<file path="config.mk">
export PLATFORM = sky130hd
export DESIGN_NAME = countdown_timer
export DESIGN_NICKNAME = d
export VERILOG_FILES = /design/src/rtl/countdown_pkg.sv /design/src/rtl/bcd_down_digit.sv /design/src/rtl/countdown_timer.sv
export SDC_FILE = /design/constraint.sdc
export NUM_CORES = 1
export LEC_CHECK = 0
export ABC_AREA = 1
export BUFFER_PORTS_ARGS = -buffer_cell sky130_fd_sc_hd__buf_4
export CORE_MARGIN = 5
export CORE_UTILIZATION = 35
export CTS_BUF_LIST = sky130_fd_sc_hd__clkbuf_8
export DETAILED_ROUTE_END_ITERATION = 10
export GPL_TIMING_DRIVEN = 0
export HOLD_SLACK_MARGIN = 0.06
export PLACE_DENSITY = 0.52
export SYNTH_ARGS = -nofsm -noshare
export SYNTH_HDL_FRONTEND = slang
export SYNTH_SLANG_ARGS = --single-unit
</file>
<file path="constraint.sdc">
create_clock -name CLK -period 3.5 [get_ports CLK]
set_clock_uncertainty 0.1 [all_clocks]
set_input_delay 0.7 -clock CLK [delete_from_list [all_inputs] [get_ports CLK]]
set_output_delay 0.7 -clock CLK [all_outputs]
set_load 0.02 [all_outputs]
</file>
<file path="src/rtl/countdown_pkg.sv">
// countdown_pkg: shared types for the 3-digit BCD countdown timer.
// Holds the FSM state enum, BCD digit type and clamp helper.
package countdown_pkg;

   typedef enum logic [1:0] {
      IDLE,
      RUN,
      PAUSE,
      EXPIRED
   } state_t;

   typedef logic [3:0] bcd_t;

   localparam bcd_t BCD_MAX = 4'd9;

   typedef struct packed {
      bcd_t h;
      bcd_t t;
      bcd_t u;
   } bcd3_t;

   function automatic bcd_t bcd_clamp(input bcd_t d);
      return (d > BCD_MAX) ? BCD_MAX : d;
   endfunction

endpackage

</file>
<file path="src/rtl/bcd_down_digit.sv">
// bcd_down_digit: one registered BCD decade with load and borrow chain.
// Loads clamp to 9; a decrement from 0 wraps to 9 and raises borrow_out.
module bcd_down_digit
   import countdown_pkg::*;
(
   input  logic       CLK,
   input  logic       RESET_N,
   input  logic       load,
   input  logic [3:0] load_val,
   input  logic       dec_in,
   output logic [3:0] digit,
   output logic       borrow_out
);

   assign borrow_out = dec_in && (digit == 4'd0);

   always_ff @(posedge CLK or negedge RESET_N) begin
      if (!RESET_N) begin
         digit <= 4'd0;
      end else if (load) begin
         digit <= bcd_clamp(load_val);
      end else if (dec_in) begin
         digit <= (digit == 4'd0) ? BCD_MAX : digit - 4'd1;
      end
   end

endmodule

</file>
<file path="src/rtl/countdown_timer.sv">
// countdown_timer: 3-digit BCD countdown, IDLE/RUN/PAUSE/EXPIRED FSM.
// Define COUNTDOWN_ALARM_BLINK_EN to blink ALARM every PRESCALE/2 cycles.
module countdown_timer
   import countdown_pkg::*;
#(
   parameter int PRESCALE = 100000000
)
(
   input  logic       CLK,
   input  logic       RESET_N,
   input  logic       START_STOP,
   input  logic       LOAD,
   input  logic [3:0] LOAD_UNITS,
   input  logic [3:0] LOAD_TENS,
   input  logic [3:0] LOAD_HUNDREDS,
   output logic [3:0] units,
   output logic [3:0] tens,
   output logic [3:0] hundreds,
   output logic       RUNNING,
   output logic       ALARM
);

   localparam int PW = (PRESCALE > 2) ? $clog2(PRESCALE) : 1;

   state_t        state;
   logic [PW-1:0] presc;
   bcd3_t         preset;
   bcd3_t         ld_req;
   bcd3_t         load_val;
   logic          presc_end;
   logic          cnt_nz;
   logic          cnt_last;
   logic          tick;
   logic          load_en;
   logic          b_u;
   logic          b_t;
   logic          b_h;
   logic          expire;

   assign ld_req    = {LOAD_HUNDREDS, LOAD_TENS, LOAD_UNITS};
   assign presc_end = (presc == PW'(PRESCALE - 1));
   assign cnt_nz    = |{hundreds, tens, units};
   assign cnt_last  = (hundreds == 4'd0) && (tens == 4'd0)
                   && (units == 4'd1);
   // Gating on a non-zero count keeps the chain from wrapping below 000.
   assign tick      = (state == RUN) && presc_end && cnt_nz;
   assign expire    = tick && (cnt_last || b_h);
   assign load_en   = LOAD || ((state == EXPIRED) && START_STOP);
   assign load_val  = LOAD ? ld_req : preset;

   bcd_down_digit u_units (
      .CLK        (CLK),
      .RESET_N    (RESET_N),
      .load       (load_en),
      .load_val   (load_val.u),
      .dec_in     (tick),
      .digit      (units),
      .borrow_out (b_u)
   );

   bcd_down_digit u_tens (
      .CLK        (CLK),
      .RESET_N    (RESET_N),
      .load       (load_en),
      .load_val   (load_val.t),
      .dec_in     (b_u),
      .digit      (tens),
      .borrow_out (b_t)
   );

   bcd_down_digit u_hundreds (
      .CLK        (CLK),
      .RESET_N    (RESET_N),
      .load       (load_en),
      .load_val   (load_val.h),
      .dec_in     (b_t),
      .digit      (hundreds),
      .borrow_out (b_h)
   );

`ifdef COUNTDOWN_ALARM_BLINK_EN
   localparam int HALF = PRESCALE / 2;

   logic [PW-1:0] blink;
   logic          blink_flip;

   assign blink_flip = (state == EXPIRED) && (blink == PW'(HALF - 1));

   always_ff @(posedge CLK or negedge RESET_N) begin
      if (!RESET_N) begin
         blink <= '0;
      end else if (state != EXPIRED || blink_flip) begin
         blink <= '0;
      end else begin
         blink <= blink + PW'(1);
      end
   end
`endif

   always_ff @(posedge CLK or negedge RESET_N) begin
      if (!RESET_N) begin
         state   <= IDLE;
         presc   <= '0;
         preset  <= '0;
         RUNNING <= 1'b0;
         ALARM   <= 1'b0;
      end else if (LOAD) begin
         state   <= IDLE;
         presc   <= '0;
         preset  <= {bcd_clamp(LOAD_HUNDREDS),
                     bcd_clamp(LOAD_TENS),
                     bcd_clamp(LOAD_UNITS)};
         RUNNING <= 1'b0;
         ALARM   <= 1'b0;
      end else begin
         unique case (state)
            IDLE: begin
               presc <= '0;
               if (START_STOP && cnt_nz) begin
                  state   <= RUN;
                  RUNNING <= 1'b1;
               end
            end
            RUN: begin
               presc <= presc_end ? '0 : presc + PW'(1);
               // The tick completes first; a pause then holds that value.
               if (expire) begin
                  state   <= EXPIRED;
                  RUNNING <= 1'b0;
                  ALARM   <= 1'b1;
               end else if (START_STOP) begin
                  state   <= PAUSE;
                  RUNNING <= 1'b0;
               end
            end
            PAUSE: begin
               if (START_STOP) begin
                  state   <= RUN;
                  RUNNING <= 1'b1;
               end
            end
            EXPIRED: begin
               presc <= '0;
               if (START_STOP) begin
                  state <= IDLE;
                  ALARM <= 1'b0;
               end
`ifdef COUNTDOWN_ALARM_BLINK_EN
               else if (blink_flip) begin
                  ALARM <= ~ALARM;
               end
`endif
            end
            default: begin
               state <= IDLE;
            end
         endcase
      end
   end

endmodule

</file>
==> metrics.cfg <==
[outcome]
status = finished clean

[drt]
maxUsedRoutingLayer = met4
first_iter_violations = 147
drtAntennaViolNets = 0
drtPass1Iterations = 5
met1_length_um = 4150
drt_wl_total_um = 8260
vias = 3005
wl_per_cell_um = 13.1
viasPerCell = 4.78
routed-wl-met3_um = 260
drcViolationCount = 0
met2_length_um = 3780

[logic_synthesis]
ys.flop_type = dfrtp_1
synth_seq_cells = 55
synth.distinct_cells = 44
synth_edf_count = 0
synth_area_leaders = dfrtp_1, nand2_1, nor2_1
yosysSeqAreaShare_pct = 40.1
synth.most_common_cell = nand2_1
mappedNetlistNets = 481
synth_common_cells = nand2_1, nor2_1, inv_1
synth_top_area_share_pct = 40.1
yosys_warnings = 0
synthesis.area_um2 = 3430
ys_async_sr_fraction_pct = 100
synth_cells = 459
postSynthAreaPerCell_um2 = 7.48
synth_top_area_cell = dfrtp_1

[placement]
dp_hpwl_um = 6430
port_buffers = 29
place_congestion = 0.878

[clock_network]
cts_root_buf = clkbuf_8
ctsResizeCount = 0
clock_sinks = 55
cts_tree = built
cts_max_level = 2
clock_latency_ps = 310
clk_pin_slew_ps = 100
cts_buffers = 5
clockBufferDepth = 2
cts_setup_buffers = 0
ctsHoldBuffers = 0

[power]
ir_drop_v = 0.000305
leakage_nw = 1.82
power_density_nw_per_um2 = 552

[global_routing]
grt_max_degree = 56
grt_pass1_wl_um = 14100
track_usage_pct = 14.7
grt_pass1_vias = 2914
antenna_found_initial = 0
overflow = 0

[floorplanning]
start_util_pct = 35.5
placementRows = 36
die_y_um = 109
die_area_um2 = 11900
fp.coreArea_um2 = 9680
io-pin-count = 30
die_w_um = 109

[layout]
fin_nets = 517
drive_gt1_share_pct = 16.3
diodes = 0
syn_to_final_growth_pct = 14.7
utilization_pct = 40.6

[worst_setup_path]
crit_required_ps = 3630
arrival_ps = 2200
cp-start-kind = flop
crit_top_cell = inv_1
rr_worst_depth = 8
critPathLaunch = state[0]
cp_max_fo = 5
cpLargestDelayFamily = simple AND/OR/NAND/NOR gates
worstSetupPathType = reg -> reg
crit_path_end = presc[21]
r2r-end = presc[21]
reg2reg_slack_ps = 1440
cp-end-kind = flop
slowest_stage = dfrtp_1
crit_chain = inv_1 > ha_1 > inv_1 > nor2_1 > o21ai_2 > nor2_1 > inv_1 > o21ai_0
critical_path_buf_inv_count = 3
worst-path-stages = 8
r2r-start = state[0]
slowest_delay_ps = 450

[worst_hold_path]
hold_class = in -> async

[timing]
hold_viol = 0
worst_slew_pin_slew_ps = 700
fmax_ghz = 0.485
rsz0062_at_grt = false
drv_slew = 0
tns_ps = 0
period_minus_slack_ps = 2060
setup_violations = 0
timing.max_slew.rel_slack_pct = 53.3
post-route-period-util_pct = 58.9

[flow_run]
max_cap_viol_count = 0

[through the flow]
stage	power [mW]	cells	hold WS, ps	instance area, um2	setup slack [ps]
6_report	2.17	629	336	3940	1440
5_1_grt	2.34	629	399	3940	1170
4_1_cts	2.20	629	360	3940	1350
3_5_place_dp	1.74	621	372	3820	1210
3_3_place_gp	1.74	621	367	3820	1200
2_1_floorplan	1.44	459	304	3430	1710
[cell usage in the layout, fill, tap and decap left out, types with 3 or more instances in the layout]
master,count
a21oi_1,21
buf_4,32
clkbuf_8,5
dfrtp_1,55
ha_1,6
inv_1,56
inv_2,6
nand2_1,97
nand2_2,4
nand2_4,4
nand3_1,29
nand4_1,11
nor2_1,58
nor2_2,6
nor2_4,3
nor3_1,19
o21ai_0,21
o21ai_1,8
o21ai_2,5
o22ai_1,7
xnor2_1,3
xor2_1,10
[layer usage]
metal,track usage [%],vias up
met5,0,-
met4,2.89,0
met3,2.37,6
met2,23.6,56
met1,20.9,1364
li1,-,1579
[final cells by class]
type                            count  area [um2]
Multi-Input combinational cell    335        1780
Fill cell                        1019        5750
Clock buffer                        5        68.8
Clock inverter                      3        50.0
Sequential cell                    55        1380
Timing Repair Buffer               29         218
Buffer                              6        43.8
Inverter                           63         238
Tap cell                          133         166
[power breakdown]
part	internal (mW)	switching, mW	leakage [nW]
clock	0.221	0.225	0.0607
sequential	0.732	0.0904	0.719
combinational	0.310	0.592	1.04
total	1.26	0.907	1.82
[flip-flops by register name, summed over array words and instances (netlist names)]
| register | flops |
|---|---|
| presc | 27 |
| preset | 12 |
| u_hundreds.digit | 4 |
| u_tens.digit | 4 |
| u_units.digit | 4 |
| state | 2 |
| ALARM | 1 |
| RUNNING | 1 |
[worst min-delay path by stage]
stage | from | to | slack (ps) | depth (start not counted)
global placement | preset[10] | preset[10] | 370 | 2
global route | RESET_N | preset[5] | 400 | 1
finish | RESET_N | presc[2] | 340 | 1
detailed placement | preset[9] | preset[9] | 370 | 2
CTS | RESET_N | preset[5] | 360 | 1
floorplan | RESET_N | ALARM | 300 | 0
[kinds of logic (layout without fill, tap and decap cells)]
group	Yosys count	count (layout)	share of synthesized area, %
xor+xnor	13	13	3.32
buf+inv	69	106	8.20
fa+ha+maj	6	6	2.19
compound gates	75	75	13.0
simple gates	239	239	32.6
mux	2	2	0.583
flops	55	55	40.1
Note: power is estimated with default switching activity, not from simulation.
